===== src/rtl/branch_predictor_gshare_pkg.sv =====
// Shared types for the gshare predictor: control-flow kinds, BTB entry metadata
// and the PHT counter reset value (weak not-taken).
package bp_pkg;

  typedef enum logic [1:0] {
    BP_COND = 2'd0,
    BP_CALL = 2'd1,
    BP_RET  = 2'd2,
    BP_RSVD = 2'd3
  } bp_type_e;

  // Tag and target widths depend on top-level parameters, so they live in
  // parallel arrays next to this per-entry metadata.
  typedef struct packed {
    logic     valid;
    bp_type_e btype;
  } btb_entry_t;

  function automatic int ctr_reset_val(input int ctr_w);
    return (1 << (ctr_w - 1)) - 1;
  endfunction

endpackage


===== src/rtl/branch_predictor_gshare_if.sv =====
// Fetch lookup / execute resolve bundle between the pipeline (master) and the
// branch predictor (slave).
interface branch_predictor_gshare_if #(
  parameter int PC_W      = 5,
  parameter int GHR_W     = 4,
  parameter int RAS_PTR_W = 2
) ();

  logic                 f_valid;
  logic [PC_W-1:0]      f_pc;
  logic                 pred_hit;
  logic                 pred_taken;
  logic [PC_W-1:0]      pred_target;
  logic [GHR_W-1:0]     pred_ghr;
  logic [RAS_PTR_W-1:0] pred_ras_ptr;

  logic                 u_valid;
  logic [PC_W-1:0]      u_pc;
  logic [1:0]           u_type;
  logic                 u_taken;
  logic [PC_W-1:0]      u_target;
  logic [GHR_W-1:0]     u_ghr;
  logic [RAS_PTR_W-1:0] u_ras_ptr;
  logic                 u_mispredict;

  modport master (
    output f_valid, f_pc,
    output u_valid, u_pc, u_type, u_taken, u_target, u_ghr, u_ras_ptr, u_mispredict,
    input  pred_hit, pred_taken, pred_target, pred_ghr, pred_ras_ptr
  );

  modport slave (
    input  f_valid, f_pc,
    input  u_valid, u_pc, u_type, u_taken, u_target, u_ghr, u_ras_ptr, u_mispredict,
    output pred_hit, pred_taken, pred_target, pred_ghr, pred_ras_ptr
  );

endinterface


===== src/rtl/branch_predictor_gshare_sat_counter_array.sv =====
// Pattern history table: 2**IDX_W saturating counters with one combinational
// read port (direction bit only) and one clocked +/-1 update port.
module bp_sat_counter_array
  import bp_pkg::*;
#(
  parameter int IDX_W = 4,
  parameter int CTR_W = 2
) (
  input  logic             clk,
  input  logic             reset,
  input  logic [IDX_W-1:0] rd_idx_i,
  output logic             rd_taken_o,
  input  logic             wr_en_i,
  input  logic [IDX_W-1:0] wr_idx_i,
  input  logic             wr_inc_i
);

  localparam int             N       = 1 << IDX_W;
  localparam logic [CTR_W-1:0] CTR_RST = CTR_W'(ctr_reset_val(CTR_W));
  localparam logic [CTR_W-1:0] CTR_MAX = '1;

  logic [CTR_W-1:0] ctr_q [N];
  logic [CTR_W-1:0] wr_cur, ctr_d;

  assign rd_taken_o = ctr_q[rd_idx_i][CTR_W-1];
  assign wr_cur     = ctr_q[wr_idx_i];

  // Saturate at both ends rather than wrapping.
  always_comb begin
    ctr_d = wr_cur;
    if (wr_inc_i && wr_cur != CTR_MAX)      ctr_d = wr_cur + CTR_W'(1);
    else if (!wr_inc_i && wr_cur != '0)     ctr_d = wr_cur - CTR_W'(1);
  end

  always_ff @(posedge clk or negedge reset) begin
    if (!reset) begin
      for (int i = 0; i < N; i++) ctr_q[i] <= CTR_RST;
    end else if (wr_en_i) begin
      ctr_q[wr_idx_i] <= ctr_d;
    end
  end

endmodule


===== src/rtl/branch_predictor_gshare.sv =====
// gshare predictor with direct-mapped BTB and speculative GHR repaired on mispredict.
// Optional return-address stack enabled by defining BP_RAS_EN.
module branch_predictor_gshare
  import bp_pkg::*;
#(
  parameter int PC_W      = 5,
  parameter int GHR_W     = 4,
  parameter int PHT_IDX_W = 4,
  parameter int CTR_W     = 2,
  parameter int BTB_IDX_W = 3,
  parameter int RAS_DEPTH = 4
) (
  input logic                     clk,
  input logic                     reset,
  branch_predictor_gshare_if.slave bp
);

  localparam int BTB_N     = 1 << BTB_IDX_W;
  localparam int TAG_W     = PC_W - BTB_IDX_W;
  localparam int RAS_PTR_W = (RAS_DEPTH > 1) ? $clog2(RAS_DEPTH) : 1;

  // History is zero-extended or truncated to the PHT index width.
  function automatic logic [PHT_IDX_W-1:0] fold(input logic [GHR_W-1:0] h);
    return PHT_IDX_W'(h);
  endfunction

  btb_entry_t       btb_meta_q [BTB_N];
  logic [TAG_W-1:0] btb_tag_q  [BTB_N];
  logic [PC_W-1:0]  btb_tgt_q  [BTB_N];

  logic [GHR_W-1:0]     ghr_q, ghr_d;
  logic [BTB_IDX_W-1:0] f_btb_idx, u_btb_idx;
  logic [TAG_W-1:0]     f_tag, u_tag;
  logic [PHT_IDX_W-1:0] f_pht_idx, u_pht_idx;
  btb_entry_t           f_ent;
  bp_type_e             u_type;
  logic                 hit, taken, pht_taken;
  logic                 fetch_hit, u_known, btb_we, pht_we, repair;
  logic [PC_W-1:0]      btb_target, ras_target;

  assign f_btb_idx = bp.f_pc[BTB_IDX_W-1:0];
  assign f_tag     = bp.f_pc[PC_W-1:BTB_IDX_W];
  assign u_btb_idx = bp.u_pc[BTB_IDX_W-1:0];
  assign u_tag     = bp.u_pc[PC_W-1:BTB_IDX_W];
  assign f_pht_idx = PHT_IDX_W'(bp.f_pc) ^ fold(ghr_q);
  assign u_pht_idx = PHT_IDX_W'(bp.u_pc) ^ fold(bp.u_ghr);

  assign f_ent      = btb_meta_q[f_btb_idx];
  assign btb_target = btb_tgt_q[f_btb_idx];
  assign hit        = f_ent.valid && (btb_tag_q[f_btb_idx] == f_tag);
  assign taken      = hit && (f_ent.btype != BP_COND || pht_taken);
  assign fetch_hit  = bp.f_valid && hit;

  // Reserved resolve type is dropped entirely: no training, no repair.
  assign u_type  = bp_type_e'(bp.u_type);
  assign u_known = bp.u_valid && u_type != BP_RSVD;
  assign btb_we  = u_known && bp.u_taken;
  assign pht_we  = bp.u_valid && u_type == BP_COND;
  assign repair  = u_known && bp.u_mispredict;

  bp_sat_counter_array #(
    .IDX_W (PHT_IDX_W),
    .CTR_W (CTR_W)
  ) u_pht (
    .clk        (clk),
    .reset      (reset),
    .rd_idx_i   (f_pht_idx),
    .rd_taken_o (pht_taken),
    .wr_en_i    (pht_we),
    .wr_idx_i   (u_pht_idx),
    .wr_inc_i   (bp.u_taken)
  );

  // Repair is applied last so it overrides a same-cycle speculative shift.
  always_comb begin
    ghr_d = ghr_q;
    if (fetch_hit && f_ent.btype == BP_COND) ghr_d = {ghr_q[GHR_W-2:0], taken};
    if (repair) ghr_d = (u_type == BP_COND) ? {bp.u_ghr[GHR_W-2:0], bp.u_taken} : bp.u_ghr;
  end

  always_ff @(posedge clk or negedge reset) begin
    if (!reset) ghr_q <= '0;
    else        ghr_q <= ghr_d;
  end

  always_ff @(posedge clk or negedge reset) begin
    if (!reset) begin
      for (int i = 0; i < BTB_N; i++) begin
        btb_meta_q[i] <= '{valid: 1'b0, btype: BP_COND};
        btb_tag_q[i]  <= '0;
        btb_tgt_q[i]  <= '0;
      end
    end else if (btb_we) begin
      btb_meta_q[u_btb_idx] <= '{valid: 1'b1, btype: u_type};
      btb_tag_q[u_btb_idx]  <= u_tag;
      btb_tgt_q[u_btb_idx]  <= bp.u_target;
    end
  end

`ifdef BP_RAS_EN
  // Circular stack: ras_ptr_q is the next free slot, top is ras_ptr_q-1.
  logic [PC_W-1:0]      ras_q [RAS_DEPTH];
  logic [RAS_PTR_W-1:0] ras_ptr_q, ras_ptr_d, ras_top_idx;
  logic                 ras_push, ras_pop;

  assign ras_top_idx = ras_ptr_q - RAS_PTR_W'(1);
  assign ras_target  = ras_q[ras_top_idx];
  assign ras_push    = fetch_hit && f_ent.btype == BP_CALL;
  assign ras_pop     = fetch_hit && f_ent.btype == BP_RET;

  always_comb begin
    ras_ptr_d = ras_ptr_q;
    if (ras_push)     ras_ptr_d = ras_ptr_q + RAS_PTR_W'(1);
    else if (ras_pop) ras_ptr_d = ras_ptr_q - RAS_PTR_W'(1);
    if (repair) begin
      case (u_type)
        BP_CALL: ras_ptr_d = bp.u_ras_ptr + RAS_PTR_W'(1);
        BP_RET:  ras_ptr_d = bp.u_ras_ptr - RAS_PTR_W'(1);
        default: ras_ptr_d = bp.u_ras_ptr;
      endcase
    end
  end

  // A repaired call also rewrites its return address, since the wrong path may have clobbered it.
  always_ff @(posedge clk or negedge reset) begin
    if (!reset) begin
      ras_ptr_q <= '0;
      for (int i = 0; i < RAS_DEPTH; i++) ras_q[i] <= '0;
    end else begin
      ras_ptr_q <= ras_ptr_d;
      if (ras_push) ras_q[ras_ptr_q] <= bp.f_pc + PC_W'(1);
      if (repair && u_type == BP_CALL) ras_q[bp.u_ras_ptr] <= bp.u_pc + PC_W'(1);
    end
  end

  assign bp.pred_ras_ptr = ras_ptr_q;
`else
  logic unused_ras;
  assign unused_ras      = ^bp.u_ras_ptr;
  assign ras_target      = btb_target;
  assign bp.pred_ras_ptr = '0;
`endif

  assign bp.pred_hit    = hit;
  assign bp.pred_taken  = taken;
  assign bp.pred_target = !hit ? '0 : (f_ent.btype == BP_RET) ? ras_target : btb_target;
  assign bp.pred_ghr    = ghr_q;

endmodule

===== src/flat_wrapper.sv =====
// flat-port wrapper written by rule: the top's interface ports become plain ports
module branch_predictor_gshare_flat import bp_pkg::*;
#(
  parameter int PC_W      = 5,
  parameter int GHR_W     = 4,
  parameter int PHT_IDX_W = 4,
  parameter int CTR_W     = 2,
  parameter int BTB_IDX_W = 3,
  parameter int RAS_DEPTH = 4
)
  (clk, reset, bp_f_valid, bp_f_pc, bp_u_valid, bp_u_pc, bp_u_type, bp_u_taken, bp_u_target, bp_u_ghr, bp_u_ras_ptr, bp_u_mispredict, bp_pred_hit, bp_pred_taken, bp_pred_target, bp_pred_ghr, bp_pred_ras_ptr);
  branch_predictor_gshare_if #(.PC_W(PC_W), .GHR_W(GHR_W)) bp_i ();
  input logic clk;
  input logic reset;
  input wire logic [$bits(bp_i.f_valid)-1:0] bp_f_valid;
  input wire logic [$bits(bp_i.f_pc)-1:0] bp_f_pc;
  input wire logic [$bits(bp_i.u_valid)-1:0] bp_u_valid;
  input wire logic [$bits(bp_i.u_pc)-1:0] bp_u_pc;
  input wire logic [$bits(bp_i.u_type)-1:0] bp_u_type;
  input wire logic [$bits(bp_i.u_taken)-1:0] bp_u_taken;
  input wire logic [$bits(bp_i.u_target)-1:0] bp_u_target;
  input wire logic [$bits(bp_i.u_ghr)-1:0] bp_u_ghr;
  input wire logic [$bits(bp_i.u_ras_ptr)-1:0] bp_u_ras_ptr;
  input wire logic [$bits(bp_i.u_mispredict)-1:0] bp_u_mispredict;
  output wire logic [$bits(bp_i.pred_hit)-1:0] bp_pred_hit;
  output wire logic [$bits(bp_i.pred_taken)-1:0] bp_pred_taken;
  output wire logic [$bits(bp_i.pred_target)-1:0] bp_pred_target;
  output wire logic [$bits(bp_i.pred_ghr)-1:0] bp_pred_ghr;
  output wire logic [$bits(bp_i.pred_ras_ptr)-1:0] bp_pred_ras_ptr;
  assign bp_i.f_valid = bp_f_valid;
  assign bp_i.f_pc = bp_f_pc;
  assign bp_i.u_valid = bp_u_valid;
  assign bp_i.u_pc = bp_u_pc;
  assign bp_i.u_type = bp_u_type;
  assign bp_i.u_taken = bp_u_taken;
  assign bp_i.u_target = bp_u_target;
  assign bp_i.u_ghr = bp_u_ghr;
  assign bp_i.u_ras_ptr = bp_u_ras_ptr;
  assign bp_i.u_mispredict = bp_u_mispredict;
  assign bp_pred_hit = bp_i.pred_hit;
  assign bp_pred_taken = bp_i.pred_taken;
  assign bp_pred_target = bp_i.pred_target;
  assign bp_pred_ghr = bp_i.pred_ghr;
  assign bp_pred_ras_ptr = bp_i.pred_ras_ptr;
  branch_predictor_gshare #(.PC_W(PC_W), .GHR_W(GHR_W), .PHT_IDX_W(PHT_IDX_W), .CTR_W(CTR_W), .BTB_IDX_W(BTB_IDX_W), .RAS_DEPTH(RAS_DEPTH)) u_core (.clk(clk), .reset(reset), .bp(bp_i));
endmodule

===== config.mk =====
export PLATFORM = sky130hd
export DESIGN_NAME = branch_predictor_gshare_flat
export DESIGN_NICKNAME = d
export VERILOG_FILES = /design/src/rtl/branch_predictor_gshare_pkg.sv /design/src/rtl/branch_predictor_gshare_if.sv /design/src/rtl/branch_predictor_gshare_sat_counter_array.sv /design/src/rtl/branch_predictor_gshare.sv /design/src/flat_wrapper.sv
export SDC_FILE = /design/constraint.sdc
export NUM_CORES = 1
export LEC_CHECK = 0
export CAP_MARGIN = 0
export CELL_PAD_IN_SITES_DETAIL_PLACEMENT = 1
export CELL_PAD_IN_SITES_GLOBAL_PLACEMENT = 2
export CORE_UTILIZATION = 45
export CTS_CLUSTER_DIAMETER = 30
export CTS_CLUSTER_SIZE = 25
export DETAILED_ROUTE_END_ITERATION = 16
export HOLD_SLACK_MARGIN = 0.05
export PLACE_DENSITY_LB_ADDON = 0.1
export SYNTH_ARGS = -nofsm -noshare
export SYNTH_HDL_FRONTEND = slang
export SYNTH_SLANG_ARGS = --single-unit

===== constraint.sdc =====
create_clock -name clk -period 7.9 [get_ports clk]
set_clock_uncertainty 0.05 [all_clocks]
set_input_delay 1.58 -clock clk [delete_from_list [all_inputs] [get_ports clk]]
set_output_delay 1.58 -clock clk [all_outputs]
set_load 0.02 [all_outputs]

# --- Yosys cells after proc, flatten, opt, wreduce, memory -nomap -nowiden ---
# Cells that the tools add are included.
totals:
  ff_bits: 116
  inputBits: 29
  output_inout_bits: 13
  word_cells: 118
classes:
  add_sub_neg: 2
  n_lt_le_gt_ge: 6
  n_eq_ne: 3
  n_mux: 33
  bitwise: 6
  reduce_logical: 19
op_table:
  columns: ["operator", "count"]
  rows:
  - ["bitwise mux 40 bit", 1]
  - ["bitwise mux 32 bit", 1]
  - ["bitwise mux 24 bit", 1]
  - ["2-to-1 mux 2 bit", 10]
  - ["2-to-1 mux 5 bit", 4]
  - ["binary-select mux 2 bit (select 4 bit)", 2]
  - ["bitwise mux 16 bit", 1]
  - ["binary-select mux 5 bit (select 3 bit)", 1]
  - ["demux 5 bit (select 3 bit)", 1]
  - ["logical AND 1 bit", 12]
  - ["2-to-1 mux 4 bit", 3]
  - [">= comparator 5 bit, second input constant", 2]
  - ["NOT 4 -> 5 bit", 2]
  - ["binary-select mux 3 bit (select 3 bit)", 1]
  - ["demux 3 bit (select 3 bit)", 1]
  - ["2-to-1 mux 3 bit", 3]
  - ["demux 2 bit (select 4 bit)", 1]
  - [">= comparator 4 bit, second input constant", 2]
  - ["NOT 3 -> 4 bit", 2]
  - ["bitwise XOR 4 bit", 2]
  - ["binary-select mux 2 bit (select 3 bit)", 1]
  - ["demux 2 bit (select 3 bit)", 1]
  - ["nonzero test 2 bit", 3]
  - ["< comparator 5 x 1 -> 1 bit, second input constant", 1]
  - ["8 further kinds", 10]

# --- Depth between registers and ports, before layout ---
depth:
  word_depth: 10
  mapped_depth: 14
  depth_no_buf: 11

# --- By module ---
# Synthesis repeated with hierarchy kept, for this count alone.
unflattened:
  cells_unflattened: 436
  area_unflattened_um2: 5861.9
modules_own_cells:
  columns: ["module", "instances", "cells_each", "area_each_um2", "seq_area_each_um2"]
  rows:
  - ["branch_predictor_gshare", 1, 286, 3960.0, 2102.0]
  - ["bp_sat_counter_array", 1, 150, 1901.8, 820.8]

# --- Worst setup path before layout ---
# Ideal clock, no wire load.
synth_path:
  path_kind: "input to output"
  startpoint: "in bp_f_pc[0]"
  endpoint: "out bp_pred_taken"
  arrival_ns: 3.382
  required_time_ns: 6.270
  setup_slack_ns: 2.888
  cell_stages: 6
  cell_sequence: "buf_6 xnor2_1 mux4_2 mux2_2 a211oi_1 nor2_1"
synth_via:
  elab_chain_cells: 7
  word_cells_on_any_way: 17
  classes_between: "eq/ne (1); mux (9); bitwise (3); reduce/logical (4)"
synth_rtl:
  columns: ["element", "line", "rtl"]
  rows:
  - ["start, declared", "flat_wrapper.sv:16", "input wire logic [$bits(bp_i.f_pc)-1:0] bp_f_pc;"]
  - ["bitwise XOR 4 bit or NOT 3 -> 4 bit (tied branches)", "branch_predictor_gshare.sv:45, branch_predictor_gshare.sv:48, branch_predictor_gshare.sv:50", null]
  - ["NOT 4 -> 5 bit (not written as such) (tied with other cells)", "branch_predictor_gshare_sat_counter_array.sv:25", "assign rd_taken_o = ctr_q[rd_idx_i][CTR_W-1];"]
  - ["binary-select mux 2 bit (select 4 bit) (tied with other cells)", "branch_predictor_gshare_sat_counter_array.sv:25", null]
  - ["2-to-1 mux 2 bit (not written as such) (tied with other cells) (2 in a row)", "branch_predictor_gshare_sat_counter_array.sv:25", null]
  - ["logical OR 1 bit or logical AND 1 bit (tied branches)", "branch_predictor_gshare.sv:51, branch_predictor_gshare.sv:50", null]
  - ["logical AND 1 bit *", "branch_predictor_gshare.sv:51", "assign taken = hit && (f_ent.btype != BP_COND || pht_taken);"]
  - ["end, declared", "flat_wrapper.sv:26", "output wire logic [$bits(bp_i.pred_taken)-1:0] bp_pred_taken;"]
# Every way passes the cells marked *; elsewhere a longest branch is shown, timed or not. The select of a mux whose other input is x is not followed.

# --- Worst setup path in the final report ---
layout_path:
  startpoint: "in bp_f_pc[0]"
  endpoint: "out bp_pred_target[0]"
layout_via:
  elab_chain_cells: 7
  word_cells_on_any_way: 13
  classes_between: "eq/ne (1); mux (10); bitwise (1); reduce/logical (1)"
layout_rtl:
  columns: ["element", "line", "rtl"]
  rows:
  - ["NOT 3 -> 4 bit (not written as such) *", "branch_predictor_gshare.sv:48, branch_predictor_gshare.sv:49, branch_predictor_gshare.sv:50", null]
  - ["binary-select mux 2 bit (select 3 bit)", "branch_predictor_gshare.sv:50", "assign hit = f_ent.valid && (btb_tag_q[f_btb_idx] == f_tag);"]
  - ["2-to-1 mux 2 bit (not written as such) (2 in a row)", "branch_predictor_gshare.sv:50", null]
  - ["equality test 2 bit", "branch_predictor_gshare.sv:50", null]
  - ["logical AND 1 bit", "branch_predictor_gshare.sv:50", null]
  - ["2-to-1 mux 5 bit *", "branch_predictor_gshare.sv:146", "assign bp.pred_target = !hit ? '0 : (f_ent.btype == BP_RET) ? ras_target : btb_target;"]
  - ["end, declared", "flat_wrapper.sv:27", "output wire logic [$bits(bp_i.pred_target)-1:0] bp_pred_target;"]
# Marked as above.

==> metrics.log <==
[metrics] fraction of the mapped netlist area in simple logic gates: 6.12%
[metrics] x dimension of the die: 115 um
[metrics] first-iteration detailed-routing DRC count: 154
[metrics] Port-buffer cells: 37
[metrics] share of synthesized registers carrying an async set or reset: 100%
[metrics] insertion delay to the later sink of the worst-skew pair: 0.42 ns
[metrics] total leakage power: 2.90 nW
[metrics] final net count: 470
[metrics] via count of the first global-routing pass: 3915
[metrics] largest net degree at the start of global routing: 68
[metrics] Max Root-Sink Buffers: 2
[metrics] launching point of the worst reg2reg path: u_core.u_pht.ctr_q[7]
[metrics] predominant post-synthesis flop cell: sky130_fd_sc_hd__dfrtp_1
[metrics] Hold Path Origin: u_core.btb_meta_q[8]
[metrics] row count: 40
[metrics] total instance count after detailed placement: 588
[metrics] Adder-Cell Fraction of Synth Area: 0.437%
[metrics] largest driver fanout on the critical path: 12
[metrics] weighted congestion reported at the end of routability-driven placement: 0.756
[metrics] # setup viols final: 0
[metrics] total die area: 0.0132 mm^2
[metrics] GR Util All Layers: 23.4%
[metrics] IR Drop Worst-Case VDD: 0.000187 V
[metrics] height of the die: 115 um
[metrics] Synthesis Warnings: 0
[metrics] count of different cell masters after synthesis: 39
[metrics] final non-filler cell total: 620
[metrics] complex-gate fraction of the synthesized area: 1.90%
[metrics] arrival time at the worst endpoint: 4.87 ns
[metrics] post-detailed-routing wire length: 13.6 mm
[metrics] power per standard cell area: 304 mW/mm^2
[metrics] drt pass-1 iters: 4
[metrics] clock tree from TritonCTS: built
[metrics] required time reported for the critical path endpoint: 6.27 ns
[metrics] remaining global-route overflow: 0
[metrics] core footprint: 0.0122 mm^2
[metrics] antenna diode instance count: 0
[metrics] post-detailed-placement cell area: 0.00621 mm^2
[metrics] accumulated negative setup slack: 0 ns
[metrics] CTS Hold Buffers Added: 0
[metrics] WHS: 0.409 ns
[metrics] area growth from synthesis to layout: 18.5%
[metrics] number of nets with antenna violations after detailed routing: 0
[metrics] Final Instance Area: 0.00679 mm^2
[metrics] launch point of the critical path: bp_f_pc[0]
[metrics] highest achievable clock rate: 0.154 GHz
[metrics] layout cells sized above 1: 41.2%
[metrics] multiplexer share of the synthesized area: 35.8%
[metrics] Synth Area per Inst: 14.3 um^2
[metrics] number of antenna violations at the first check in global routing: 0
[metrics] clock edge transition at the registers on the reported setup and hold paths: 0.05 ns
[metrics] post-synthesis share of cell area spent on xor and xnor gates: 2.27%
[metrics] max-capacitance violation count: 0
[metrics] root cell of the clock tree: sky130_fd_sc_hd__clkbuf_16
[metrics] largest family of logic cells by synthesized area: multiplexers
[metrics] status: finished, final reports clean
[metrics] final critical delay including setup and external delays: 6.50 ns
[metrics] Synth Instances: 401
[metrics] count of boundary I/O pins: 42
[metrics] minimum setup slack after placement: 1.38 ns
[metrics] kind of capture point of the worst setup path: output port
[metrics] remaining design rule violation count: 0
[metrics] Slew Viols, Final: 0
[metrics] post_cts resized: 0
[metrics] DP HPWL: 8.93 mm
[metrics] wire length of the first global-routing pass: 22.1 mm
[metrics] Setup Crit Path Kind: in -> out
[metrics] mapped cell area: 0.00573 mm^2
[metrics] post-layout total power: 2.07 mW
[metrics] Worst Tran Pin Value: 1.30 ns
[metrics] total count of hold-check failures in the final report: 0
[metrics] Final Cycle Share: 82.2%
[metrics] postcts setup bufs: 0
[metrics] sequential share of the synthesized area: 51.0%
[metrics] Startpoint Class: input port
[metrics] Worst slew margin: 13.0%
[metrics] TritonCTS Sinks: 116
[metrics] core occupancy in the finished layout: 55.6%
[metrics] initial core utilization: 46.9%
[metrics] number of enable flip-flop cells after synthesis: 0
[metrics] cts bufs inserted: 17
[metrics] Seq cells post-synth: 116
[metrics] detail-routed net length per standard cell: 21.9 um
[metrics] via count: 3498
[metrics] fin worst setup slack: 1.40 ns
[metrics] RSZ-0062 raised after global routing: false
[metrics] htree depth: 4
[metrics] vias per cell: 5.64
[metrics] worst min-delay path category: reg -> reg
flip-flops by register name, summed over array words and instances (netlist names):
name and count:
u_core.u_pht.ctr_q 32, u_core.btb_tgt_q 40, u_core.bp.pred_ghr 4, u_core.btb_meta_q 24, u_core.btb_tag_q 16
Yosys cell counts (2+ instances only):
cell | number | area (um^2)
sky130_fd_sc_hd__a211oi_1 | 2 | 15.0
sky130_fd_sc_hd__buf_2 | 4 | 20.0
sky130_fd_sc_hd__buf_4 | 3 | 22.5
sky130_fd_sc_hd__buf_6 | 2 | 22.5
sky130_fd_sc_hd__clkbuf_1 | 11 | 41.3
sky130_fd_sc_hd__dfrtp_1 | 100 | 2500
sky130_fd_sc_hd__dfstp_2 | 16 | 420
sky130_fd_sc_hd__ha_1 | 2 | 25.0
sky130_fd_sc_hd__inv_1 | 7 | 26.3
sky130_fd_sc_hd__mux2_2 | 106 | 1190
sky130_fd_sc_hd__mux2i_1 | 17 | 170
sky130_fd_sc_hd__mux4_1 | 3 | 78.8
sky130_fd_sc_hd__mux4_2 | 27 | 608
sky130_fd_sc_hd__nand2_1 | 13 | 48.8
sky130_fd_sc_hd__nand2b_1 | 9 | 56.3
sky130_fd_sc_hd__nand3_1 | 5 | 25.0
sky130_fd_sc_hd__nand3b_1 | 5 | 37.5
sky130_fd_sc_hd__nand4_1 | 2 | 12.5
sky130_fd_sc_hd__nor2_1 | 34 | 128
sky130_fd_sc_hd__o221ai_1 | 2 | 17.5
sky130_fd_sc_hd__or3_1 | 2 | 12.5
sky130_fd_sc_hd__xnor2_1 | 7 | 61.3
sky130_fd_sc_hd__xor2_1 | 6 | 52.6
logic make-up after synthesis:
logic type                 Yosys count
muxes                              153
DFF                                116
adders and majority gates            2
other                                1
AOI/OAI and AO/OA                   12
and+or+nand+nor                     75
buffers and inverters               28
xor gates and xnor gates            14
worst paths after layout:
| check | slack, ns | cells past startpoint | endpoint |
|---|---|---|---|
| max | 1.40 | 8 | bp_pred_target[0] |
| min reg2reg | 0.41 | 1 | u_core.btb_meta_q[8] |
| max in group asynchronous | 5.35 | 2 | u_core.btb_meta_q[22] |
| max reg2reg | 5.01 | 8 | u_core.u_pht.ctr_q[11] |
| min | 0.41 | 1 | u_core.btb_meta_q[8] |
| min in group asynchronous | 1.21 | 1 | u_core.u_pht.ctr_q[21] |
critical path, cell delays in order:
cell and delay [ns]:
sky130_fd_sc_hd__clkdlybuf4s50_1 0.81, sky130_fd_sc_hd__buf_4 0.38, sky130_fd_sc_hd__mux4_2 0.55, sky130_fd_sc_hd__xnor2_1 0.14, sky130_fd_sc_hd__nand3_1 0.16, sky130_fd_sc_hd__a21o_1 0.39
sky130_fd_sc_hd__nor2_1 0.21, sky130_fd_sc_hd__clkdlybuf4s50_1 0.63
cell usage in the layout, fill, tap and decap left out, types with 4 or more instances in the layout:
master                            instances
sky130_fd_sc_hd__clkbuf_8                 5
sky130_fd_sc_hd__nand3b_1                 5
sky130_fd_sc_hd__dfrtp_1                100
sky130_fd_sc_hd__mux2i_1                 17
sky130_fd_sc_hd__nor2_1                  34
sky130_fd_sc_hd__inv_1                    7
sky130_fd_sc_hd__clkbuf_16               17
sky130_fd_sc_hd__nand3_1                  5
sky130_fd_sc_hd__xnor2_1                  7
sky130_fd_sc_hd__nand2b_1                 9
sky130_fd_sc_hd__mux2_2                 106
sky130_fd_sc_hd__xor2_1                   6
sky130_fd_sc_hd__nand2_1                 13
sky130_fd_sc_hd__clkdlybuf4s50_1         36
sky130_fd_sc_hd__clkinv_2                 4
sky130_fd_sc_hd__dfstp_2                 16
sky130_fd_sc_hd__mux4_2                  27
where the power goes:
part	switching [mW]	total [mW]	internal, mW	leakage, nW
clock	0.265	0.737	0.472	0.282
combinational	0.215	0.476	0.260	1.20
sequential	0.0863	0.853	0.767	1.41
area by class of cell:
type | instances | area (um^2)
Multi-Input combinational cell | 258 | 2670
Clock buffer | 24 | 502
Fill cell | 1215 | 5420
Inverter | 7 | 26.3
Timing Repair Buffer | 39 | 383
Sequential cell | 116 | 2920
Tap cell | 168 | 210
Clock inverter | 8 | 73.8
routing by layer:
| layer | global-route usage [%] | routed length, um | vias to the layer above |
|---|---|---|---|
| met5 | 0 | 0 | - |
| met4 | 7.27 | 130 | 0 |
| met3 | 5.64 | 520 | 12 |
| met2 | 36.2 | 6490 | 60 |
| met1 | 32.8 | 6460 | 1883 |
| li1 | - | - | 1543 |
Note: power is estimated with default switching activity, not from simulation.
